`config.mk`:
```
export PLATFORM = sky130hd
export DESIGN_NAME = regfile_wb_arbiter_flat
export DESIGN_NICKNAME = d
export VERILOG_FILES = /design/src/rtl/regfile_wb_arbiter_if.sv /design/src/rtl/regfile_wb_arbiter.sv /design/src/flat_wrapper.sv
export SDC_FILE = /design/constraint.sdc
export NUM_CORES = 1
export LEC_CHECK = 0
export ABC_AREA = 1
export ABC_CLOCK_PERIOD_IN_PS = 2060
export CAP_MARGIN = 10
export CORE_AREA = 10 10 122 124
export DETAILED_ROUTE_END_ITERATION = 6
export DIE_AREA = 0 0 132 134
export DONT_BUFFER_PORTS = 1
export MAX_ROUTING_LAYER = met4
export PLACE_DENSITY = 0.59
export SLEW_MARGIN = 20
export SYNTH_ARGS = -nofsm -noshare
export SYNTH_HDL_FRONTEND = slang
export SYNTH_SLANG_ARGS = --single-unit
```
`constraint.sdc`:
```
create_clock -name clk -period 2.06 [get_ports clk]
set_clock_uncertainty 0.1 [all_clocks]
set_input_delay 0.309 -clock clk [delete_from_list [all_inputs] [get_ports clk]]
set_output_delay 0.309 -clock clk [all_outputs]
set_load 0.02 [all_outputs]
```
`src/rtl/regfile_wb_arbiter_if.sv`:
```
// Writeback bus shared by the ALU/load requesters, decode scoreboard port
// and the register-file write port. WB_BYPASS_EN adds the forwarding signals.
interface regfile_wb_arbiter_if #(
  parameter int ADDR_W = 5,
  parameter int DATA_W = 32
);
  // requester A: single-cycle ALU path
  logic              a_valid;
  logic [ADDR_W-1:0] a_rd;
  logic [DATA_W-1:0] a_data;
  logic              a_ready;
  // requester B: multi-cycle load/mul path
  logic              b_valid;
  logic [ADDR_W-1:0] b_rd;
  logic [DATA_W-1:0] b_data;
  logic              b_ready;
  // decode scoreboard set and hazard queries
  logic              sb_set;
  logic [ADDR_W-1:0] sb_rd;
  logic [ADDR_W-1:0] q_rs1;
  logic [ADDR_W-1:0] q_rs2;
  logic              rs1_busy;
  logic              rs2_busy;
  // register-file write port
  logic              WE3;
  logic [ADDR_W-1:0] AD3;
  logic [DATA_W-1:0] WD3;
`ifdef WB_BYPASS_EN
  logic              fwd1_hit;
  logic              fwd2_hit;
  logic [DATA_W-1:0] fwd_data;
`endif

  // writeback sources, decode and the register file
  modport master (
    output a_valid, a_rd, a_data, b_valid, b_rd, b_data,
    output sb_set, sb_rd, q_rs1, q_rs2,
    input  a_ready, b_ready, rs1_busy, rs2_busy, WE3, AD3, WD3
`ifdef WB_BYPASS_EN
    , input fwd1_hit, fwd2_hit, fwd_data
`endif
  );

  // the arbiter
  modport slave (
    input  a_valid, a_rd, a_data, b_valid, b_rd, b_data,
    input  sb_set, sb_rd, q_rs1, q_rs2,
    output a_ready, b_ready, rs1_busy, rs2_busy, WE3, AD3, WD3
`ifdef WB_BYPASS_EN
    , output fwd1_hit, fwd2_hit, fwd_data
`endif
  );
endinterface

```
`src/rtl/regfile_wb_arbiter.sv`:
```
// Register-file write-port arbiter with busy scoreboard.
// A (ALU) has priority over B (load/mul) except when B has been denied
// STARVE_MAX consecutive cycles. The write port is driven from registers.
// Optional macro WB_BYPASS_EN: forwards the staged write to decode.

// One scoreboard bit. Set dominates clear so a re-issue landing on the
// commit edge keeps the hazard alive.
module regfile_wb_sb_cell (
  input  logic clk,
  input  logic rst,
  input  logic set_i,
  input  logic clr_i,
  output logic busy_o
);
  logic busy_q, busy_d;

  // next busy state: set wins over clear
  always_comb busy_d = set_i | (busy_q & ~clr_i);

  // busy bit register, synchronous active-low reset
  always_ff @(posedge clk) begin
    if (!rst) busy_q <= 1'b0;
    else      busy_q <= busy_d;
  end

  assign busy_o = busy_q;
endmodule

module regfile_wb_arbiter #(
  parameter int STARVE_MAX = 4,
  parameter int ADDR_W     = 5,
  parameter int DATA_W     = 32
) (
  input logic                 clk,
  input logic                 rst,
  regfile_wb_arbiter_if.slave bus
);
  localparam int NREG  = 1 << ADDR_W;
  localparam int CNT_W = 4;

  logic [CNT_W-1:0]  starve_q, starve_d;
  logic              starved;
  logic              grant_a, grant_b, xfer;
  logic [ADDR_W-1:0] sel_rd;
  logic [DATA_W-1:0] sel_data;
  logic              we_q, we_d;
  logic [ADDR_W-1:0] ad_q, ad_d;
  logic [DATA_W-1:0] wd_q, wd_d;
  logic [NREG-1:0]   busy;
  logic [NREG-1:1]   set_vec, clr_vec;
  logic              hit1, hit2;

  // arbitration: A first unless B has hit the starvation limit; quiet in reset
  always_comb begin
    starved = (starve_q == CNT_W'(STARVE_MAX));
    grant_b = rst & bus.b_valid & (~bus.a_valid | starved);
    grant_a = rst & bus.a_valid & ~grant_b;
  end

  assign bus.a_ready = grant_a;
  assign bus.b_ready = grant_b;

  // starvation count: grows while B waits, cleared by a B grant or B idle
  always_comb begin
    starve_d = starve_q;
    if (!bus.b_valid || grant_b) starve_d = '0;
    else if (!starved)           starve_d = starve_q + 1'b1;
  end

  // stage the granted write; x0 writes are accepted but never enabled
  always_comb begin
    xfer     = grant_a | grant_b;
    sel_rd   = grant_b ? bus.b_rd   : bus.a_rd;
    sel_data = grant_b ? bus.b_data : bus.a_data;
    we_d     = xfer & (sel_rd != '0);
    ad_d     = we_d ? sel_rd   : ad_q;
    wd_d     = we_d ? sel_data : wd_q;
  end

  // write-port and starvation registers; reset drops any staged write
  always_ff @(posedge clk) begin
    if (!rst) begin
      we_q     <= 1'b0;
      ad_q     <= '0;
      wd_q     <= '0;
      starve_q <= '0;
    end else begin
      we_q     <= we_d;
      ad_q     <= ad_d;
      wd_q     <= wd_d;
      starve_q <= starve_d;
    end
  end

  assign bus.WE3 = we_q;
  assign bus.AD3 = ad_q;
  assign bus.WD3 = wd_q;

  // scoreboard: x0 is never busy; a bit clears only when the register
  // file actually commits, so decode never sees a stale read
  assign busy[0] = 1'b0;
  for (genvar i = 1; i < NREG; i++) begin : g_sb
    assign set_vec[i] = bus.sb_set & (bus.sb_rd == ADDR_W'(i));
    assign clr_vec[i] = we_q & (ad_q == ADDR_W'(i));
    regfile_wb_sb_cell u_cell (
      .clk    (clk),
      .rst    (rst),
      .set_i  (set_vec[i]),
      .clr_i  (clr_vec[i]),
      .busy_o (busy[i])
    );
  end

`ifdef WB_BYPASS_EN
  // a committing write can feed decode directly, hiding its hazard
  assign hit1         = we_q & (ad_q != '0) & (ad_q == bus.q_rs1);
  assign hit2         = we_q & (ad_q != '0) & (ad_q == bus.q_rs2);
  assign bus.fwd1_hit = hit1;
  assign bus.fwd2_hit = hit2;
  assign bus.fwd_data = wd_q;
`else
  assign hit1 = 1'b0;
  assign hit2 = 1'b0;
`endif

  assign bus.rs1_busy = busy[bus.q_rs1] & ~hit1;
  assign bus.rs2_busy = busy[bus.q_rs2] & ~hit2;
endmodule

```
`src/flat_wrapper.sv`:
```
// flat-port wrapper written by rule: the top's interface ports become plain ports
module regfile_wb_arbiter_flat 
#(
  parameter int STARVE_MAX = 4,
  parameter int ADDR_W     = 5,
  parameter int DATA_W     = 32
)
  (clk, rst, bus_a_valid, bus_a_rd, bus_a_data, bus_b_valid, bus_b_rd, bus_b_data, bus_sb_set, bus_sb_rd, bus_q_rs1, bus_q_rs2, bus_a_ready, bus_b_ready, bus_rs1_busy, bus_rs2_busy, bus_WE3, bus_AD3, bus_WD3);
  regfile_wb_arbiter_if #(.ADDR_W(ADDR_W), .DATA_W(DATA_W)) bus_i ();
  input logic clk;
  input logic rst;
  input wire logic [$bits(bus_i.a_valid)-1:0] bus_a_valid;
  input wire logic [$bits(bus_i.a_rd)-1:0] bus_a_rd;
  input wire logic [$bits(bus_i.a_data)-1:0] bus_a_data;
  input wire logic [$bits(bus_i.b_valid)-1:0] bus_b_valid;
  input wire logic [$bits(bus_i.b_rd)-1:0] bus_b_rd;
  input wire logic [$bits(bus_i.b_data)-1:0] bus_b_data;
  input wire logic [$bits(bus_i.sb_set)-1:0] bus_sb_set;
  input wire logic [$bits(bus_i.sb_rd)-1:0] bus_sb_rd;
  input wire logic [$bits(bus_i.q_rs1)-1:0] bus_q_rs1;
  input wire logic [$bits(bus_i.q_rs2)-1:0] bus_q_rs2;
  output wire logic [$bits(bus_i.a_ready)-1:0] bus_a_ready;
  output wire logic [$bits(bus_i.b_ready)-1:0] bus_b_ready;
  output wire logic [$bits(bus_i.rs1_busy)-1:0] bus_rs1_busy;
  output wire logic [$bits(bus_i.rs2_busy)-1:0] bus_rs2_busy;
  output wire logic [$bits(bus_i.WE3)-1:0] bus_WE3;
  output wire logic [$bits(bus_i.AD3)-1:0] bus_AD3;
  output wire logic [$bits(bus_i.WD3)-1:0] bus_WD3;
  assign bus_i.a_valid = bus_a_valid;
  assign bus_i.a_rd = bus_a_rd;
  assign bus_i.a_data = bus_a_data;
  assign bus_i.b_valid = bus_b_valid;
  assign bus_i.b_rd = bus_b_rd;
  assign bus_i.b_data = bus_b_data;
  assign bus_i.sb_set = bus_sb_set;
  assign bus_i.sb_rd = bus_sb_rd;
  assign bus_i.q_rs1 = bus_q_rs1;
  assign bus_i.q_rs2 = bus_q_rs2;
  assign bus_a_ready = bus_i.a_ready;
  assign bus_b_ready = bus_i.b_ready;
  assign bus_rs1_busy = bus_i.rs1_busy;
  assign bus_rs2_busy = bus_i.rs2_busy;
  assign bus_WE3 = bus_i.WE3;
  assign bus_AD3 = bus_i.AD3;
  assign bus_WD3 = bus_i.WD3;
  regfile_wb_arbiter #(.STARVE_MAX(STARVE_MAX), .ADDR_W(ADDR_W), .DATA_W(DATA_W)) u_core (.clk(clk), .rst(rst), .bus(bus_i));
endmodule
```
==> results of run 1 <==
-- kinds of logic (layout without fill, tap and decap cells) --
family / count (synthesis) / in the layout / synth area share
AO/OA/AOI/OAI: 121 / 121 / 0.153
flip-flops: 73 / 73 / 0.344
buffers and inverters: 67 / 93 / 0.0740
XOR/XNOR: 2 / 2 / 0.00413
AND/OR/NAND/NOR: 397 / 400 / 0.419
adder cells (fa/ha/maj): 2 / 2 / 0.00590
-- worst max-delay path: cells and delay by family (launching register included) --
kind	cells	cell delay, ns
adders and majority gates	1	0.14
buffers and inverters	4	0.49
DFF	1	0.32
and+or+nand+nor	10	0.91
-- report_power, final --
part	total (uW)	switching [uW]	internal, uW
registers	1680	182	1500
logic	716	414	302
clock network	1450	578	876
-- metrics by stage --
stage | instances | TNS, ns | hold WS, ns | power, uW | utilization
6_report | 863 | 0 | 0.00599 | 3850 | 0.423
5_1_grt | 863 | -1.49 | 0.00524 | 4020 | 0.423
4_1_cts | 847 | -0.0628 | 0.000630 | 3780 | 0.396
3_5_place_dp | 816 | -0.844 | 0.338 | 2270 | 0.354
3_3_place_gp | 816 | 0 | 0.337 | 2260 | 0.354
2_1_floorplan | 662 | 0 | 0.330 | 2130 | -
-- placed cells by master (no fill, tap or decap), drive strengths merged, types with 3 or more instances in the layout --
cell,n
a21oi,42
nand2,208
o21ai,65
inv,34
dlygate4sd3,4
clkinv,3
o22ai,3
nand3b,35
buf,32
or2,3
dfxtp,73
o221ai,6
bufbuf,3
nand3,24
nor2,125
o211ai,5
clkbuf,17
-- cell type report --
class                           instances  area (um2)  share of cell area
Multi-Input combinational cell        525        2620               0.498
Sequential cell                        73        1470               0.278
Timing Repair Buffer                   43         563               0.107
Clock buffer                           13         260              0.0493
Tap cell                              172         215              0.0408
Inverter                               34         130              0.0247
Clock inverter                          3        15.0             0.00285
-- repair_timing --
| action | in CTS | in global routing |
|---|---|---|
| pin swaps | 6 | 15 |
| cloned | 4 | 7 |
| hold buffers | 3 | 1 |
| setup endpoints to repair | 36 | 39 |
| hold endpoints to repair | 15 | 2 |
| setup buffers | 8 | 8 |
| gates resized for setup | 11 | 34 |
-- worst min-delay path by stage --
stage	startpoint	to	slack [ns]	cells after the start
floorplan	u_core.starve_q[0]$_SDFFE_PP0N_	u_core.starve_q[0]$_SDFFE_PP0N_	0.33	1
global placement	rst	u_core.bus.WD3[12]$_SDFFE_PN0P_	0.34	2
detailed placement	rst	u_core.bus.WD3[11]$_SDFFE_PN0P_	0.34	2
CTS	rst	u_core.bus.AD3[2]$_SDFFE_PN0P_	0.0006	2
global route	rst	u_core.bus.WD3[2]$_SDFFE_PN0P_	0.005	2
finish	rst	u_core.bus.AD3[2]$_SDFFE_PN0P_	0.006	2
-- sequential cells by signal, summed over array words and instances, names as in the netlist --
register / count
u_core.bus.AD3: 5
u_core.bus.WE3: 1
u_core.g_sb.u_cell.busy_o: 31
u_core.bus.WD3: 32
u_core.starve_q: 4
-- per-layer routing --
layer / vias to the layer above / global-route usage / wire [um]
met5: - / - / 0
met2: 200 / 0.265 / 7570
li1: 2206 / - / -
met1: 2066 / 0.191 / 6780
met4: 0 / 0.0606 / 284
met3: 22 / 0.0597 / 1280
==> run metrics, run 1 <==
status=complete, no violations; core area=12500 um2; Initial Util=0.340; Yosys top cell area share=0.344; vias=4494; maximum vdd drop=0.364 mV; Yosys top cell by area=dfxtp_1; WS Path Type=register to register; Rows=41; MaxCap Viol Count=0; Critical Path RT=2.22 ns; DR iter-0 viols=145; die span in y=134 um; post-synthesis sequential area ratio=0.344; Clock Sink Count=73; Distinct cells, synth=32; Syn Area/Cell=6.41 um2; first-pass GRT wire length=23500 um; Tcrit/Tclk final=0.995; H-Tree Depth=3; vias in the first global route=4522; Layout fillers=1284; Post-synth top cells=204 x nand2_1, 94 x nor2_1, 73 x dfxtp_1; reg2reg path depth=15; EDFF count, synth=0; vias per inst=5.21; Worst EP arrival=2.21 ns; initial antenna violation count=0; drt wl/cell=18.4 um; reg-to-reg critical path startpoint=u_core.starve_q[1]$_SDFFE_PP0N_; syn nets=758; #FFs+latches synth=73; fin crit period=2.05 ns; delay of the slowest cell on the worst path=0.32 ns; design area=5270 um2; GRT overflow=0; Setup crit end=u_core.bus.WD3[11]$_SDFFE_PN0P_; Final Max Tran Viols=0; Synth Warn #=0; dpl ws=-0.0584 ns; gp weighted congestion=0.887; FFs w/ async S/R, synth=0; Synth area leaders=dfxtp_1 34%, nand2_1 18%, nor2_1 8.3%, o21ai_0 7.3%, nand3b_1 6.2%; Critical-path top delay cell=dfxtp_2; Placed Area=4420 um2; Leakage=0.00221 uW; # diodes=0; DRC viols=0; peak fanout along the critical path=5; Horiz. Die Dim=132 um; IO Pins=136; TritonCTS clock tree=done; die area=17700 um2; drt total wl=15900 um; share of layout cells above drive strength 1=0.175; Worst-Skew Late Latency=0.32 ns; unrepaired setup endpoints after global routing=true; CTS Root Cell=clkbuf_16; Clock Pin Slew Worst Setup and Hold Paths=0.06 ns; CP startpoint kind=register; worst path cell trace=inv_2 -> ha_4 -> nand3_4 -> nand2_4 -> nand2_4 -> buf_6 -> nand2_2 -> nand2_2 -> nor2_4 -> buf_6 -> nand3_4 -> buf_12 -> nand3b_1 -> nand2_1 -> nor2_1; Worst Setup Slack, final=0.0107 ns; CTS Buf Count=9; Slew HR=0.519; final setup violation count=0; nature of the critical path endpoint=register; Detail Placement HPWL=10600 um; largest net degree at the start of global routing=35; residual antenna-violating net count after detailed routing=0; Synth Flop Type=dfxtp_1; Slew @ Worst Pin=0.719 ns; port bufs=0; Cells after Synth=662; GRT Total Usage=0.167; top-count cell post-synth=nand2_1; Reg2Reg Setup Slack=0.01 ns; # nets final=782; Mapped Area=4240 um2; worst r2r dst=u_core.bus.WD3[11]$_SDFFE_PN0P_; TritonRoute pass-1 iters=5; Pwr per Cell Area=731 nW/um2; Worst Hold Class=input port to register; final hold violations=0; Bufs on Longest Clock Path=2; Area Growth Syn to Fin=24.3%; fmax=488 MHz; Crit. Startpoint=u_core.starve_q[1]$_SDFFE_PP0N_
No activity file was read; power rests on OpenSTA's default activity.
==> run 2, diff against run 1 <==
Settings changed: SETUP_SLACK_MARGIN set to 0.4.
==> run 2 against run 1 <==
Against the previous run: the run now ends with negative setup slack left; hold slack worse by 0.0047 ns; sequential share of layout area shrank 0.90 points; clock power grew 25%; largest power group is now clock.
==> run metrics, run 2 (synthesized netlist as in run 1, its figures left out) <==
Crit path depth=12; gp weighted congestion=0.882; cell depth of the worst hold path=2; die span in y=134 um; worst path cell trace=inv_2 -> ha_4 -> nand3_4 -> nand2_4 -> nand2_8 -> or2_4 -> o211ai_1 -> nand2_4 -> buf_6 -> buf_16 -> nor2_2 -> nor2_1; Worst Hold Class=input port to register; GRT Total Usage=0.171; Worst Setup Slack, final=-0.000328 ns; maximum vdd drop=0.449 mV; Horiz. Die Dim=132 um; worst r2r dst=u_core.bus.WD3[15]$_SDFFE_PN0P_; # nets final=779; Largest register FFs=32; Reg2Reg Setup Slack=-0.0003 ns; reg2reg path depth=12; Slew HR=0.640; Critical-path top delay cell=dfxtp_2; dpl ws=-0.0691 ns; DP Cell Count=812; H-Tree Depth=3; Setup crit end=u_core.bus.WD3[15]$_SDFFE_PN0P_; # diodes=0; Crit. Startpoint=u_core.starve_q[0]$_SDFFE_PP0N_; IO Pins=136; Worst-Skew Late Latency=0.33 ns; core area=12500 um2; drt total wl=15400 um; delay of the slowest cell on the worst path=0.33 ns; Slew @ Worst Pin=0.540 ns; Worst EP arrival=2.19 ns; GRT overflow=0; design area=5500 um2; Critical Path RT=2.19 ns; Initial Util=0.340; share of layout cells above drive strength 1=0.221; initial antenna violation count=0; fin crit period=2.06 ns; Placed Area=4390 um2; die area=17700 um2; vias per inst=5.22; status=finished, violations left; Final Max Tran Viols=0; worst path bufs/invs=3; peak fanout along the critical path=8; Clock Pin Slew Worst Setup and Hold Paths=0.06 ns; CTS Root Cell=clkbuf_16; TritonCTS clock tree=done; reg-to-reg critical path startpoint=u_core.starve_q[0]$_SDFFE_PP0N_; overall power=4300 uW; Detail Placement HPWL=10400 um; MaxCap Viol Count=0; DRC viols=0; vias=4486; nature of the critical path endpoint=register; vias in the first global route=4564; drt wl/cell=17.9 um; TritonRoute pass-1 iters=6; Rows=41; most frequent cells in the layout=195 x nand2_1, 85 x nor2_1, 59 x dfxtp_1; final hold violations=0; WS Path Type=register to register; final setup violation count=1; CP startpoint kind=register; Bufs on Longest Clock Path=2; Pwr per Cell Area=782 nW/um2; cell family with most CP delay=simple AND/OR/NAND/NOR gates; Leakage=0.00225 uW; CTS Buf Count=9; unrepaired setup endpoints after global routing=true; commonest non-fill, non-tap cell in the layout=nand2_1; largest net degree at the start of global routing=35; Clock Sink Count=73; first-pass GRT wire length=24000 um; final hold slack=0.00126 ns; Area Growth Syn to Fin=29.5%; CP most frequent cell=nand2_4; residual antenna-violating net count after detailed routing=0; fmax=485 MHz; port bufs=0; DR iter-0 viols=174; failing checks=negative setup slack; non-filler cells, final=860; Tcrit/Tclk final=1.00
-- run 2: cell types whose count changed in the layout (fill, tap and decap cells not counted), sizes merged, moves of 2 or more --
cell,change
bufinv,+3
clkinv,-2
buf,+2
clkbuf,-6
-- run 2: worst reg2reg max path, cell delays in order, from the launching register on --
cell	delay, ns
dfxtp_2	0.33
inv_2	0.07
ha_4	0.16
nand3_4	0.08
nand2_4	0.14
nand2_8	0.09
or2_4	0.25
o211ai_1	0.18
nand2_4	0.13
buf_6	0.15
buf_16	0.15
nor2_2	0.09
nor2_1	0.05
-- run 2: layout make-up --
cell class | instances | area, um2
Timing Repair Buffer | 41 | 552
Multi-Input combinational cell | 524 | 2770
Inverter | 34 | 133
Clock buffer | 11 | 243
Fill cell | 1263 | 6970
Sequential cell | 73 | 1480
Tap cell | 172 | 215
Clock inverter | 5 | 103
-- run 2: report_power, final --
| group | switching (uW) | internal (uW) |
|---|---|---|
| registers | 198 | 1500 |
| clock network | 593 | 1210 |
| logic | 438 | 353 |
-- run 2: worst min path at each step --
stage	slack (ns)	end	from
after floorplan	0.32	u_core.starve_q[0]$_SDFFE_PP0N_	u_core.starve_q[0]$_SDFFE_PP0N_
after global placement	0.33	u_core.starve_q[0]$_SDFFE_PP0N_	u_core.starve_q[0]$_SDFFE_PP0N_
after detailed placement	0.34	u_core.starve_q[0]$_SDFFE_PP0N_	u_core.starve_q[0]$_SDFFE_PP0N_
after CTS	0.0003	u_core.bus.WD3[1]$_SDFFE_PN0P_	rst
after global routing	0.003	u_core.bus.WD3[22]$_SDFFE_PN0P_	rst
final	0.001	u_core.bus.WD3[22]$_SDFFE_PN0P_	rst
-- run 2: metrics by stage --
step / util / setup TNS (ns)
2_1_floorplan: - / 0
6_report: 0.441 / -0.000328
3_5_place_dp: 0.352 / -1.11
4_1_cts: 0.430 / 0
5_1_grt: 0.441 / -3.42
3_3_place_gp: 0.352 / 0
-- run 2: layer usage --
layer | vias to the layer above | wire length, um | GRT usage
met5 | - | 0 | -
li1 | 2189 | - | -
met3 | 21 | 1430 | 0.0579
met2 | 193 | 7480 | 0.290
met4 | 0 | 204 | 0.0507
met1 | 2083 | 6250 | 0.187
-- run 2: repair_timing --
item | 4_1_cts | 5_1_grt
pin swaps | 23 | 21
endpoints found under the hold margin | 11 | 0
gates resized for setup | 63 | 41
gates cloned | 8 | 0
hold buffers | 3 | 0
setup buffers | 17 | 4
endpoints found under the setup margin | 42 | 57
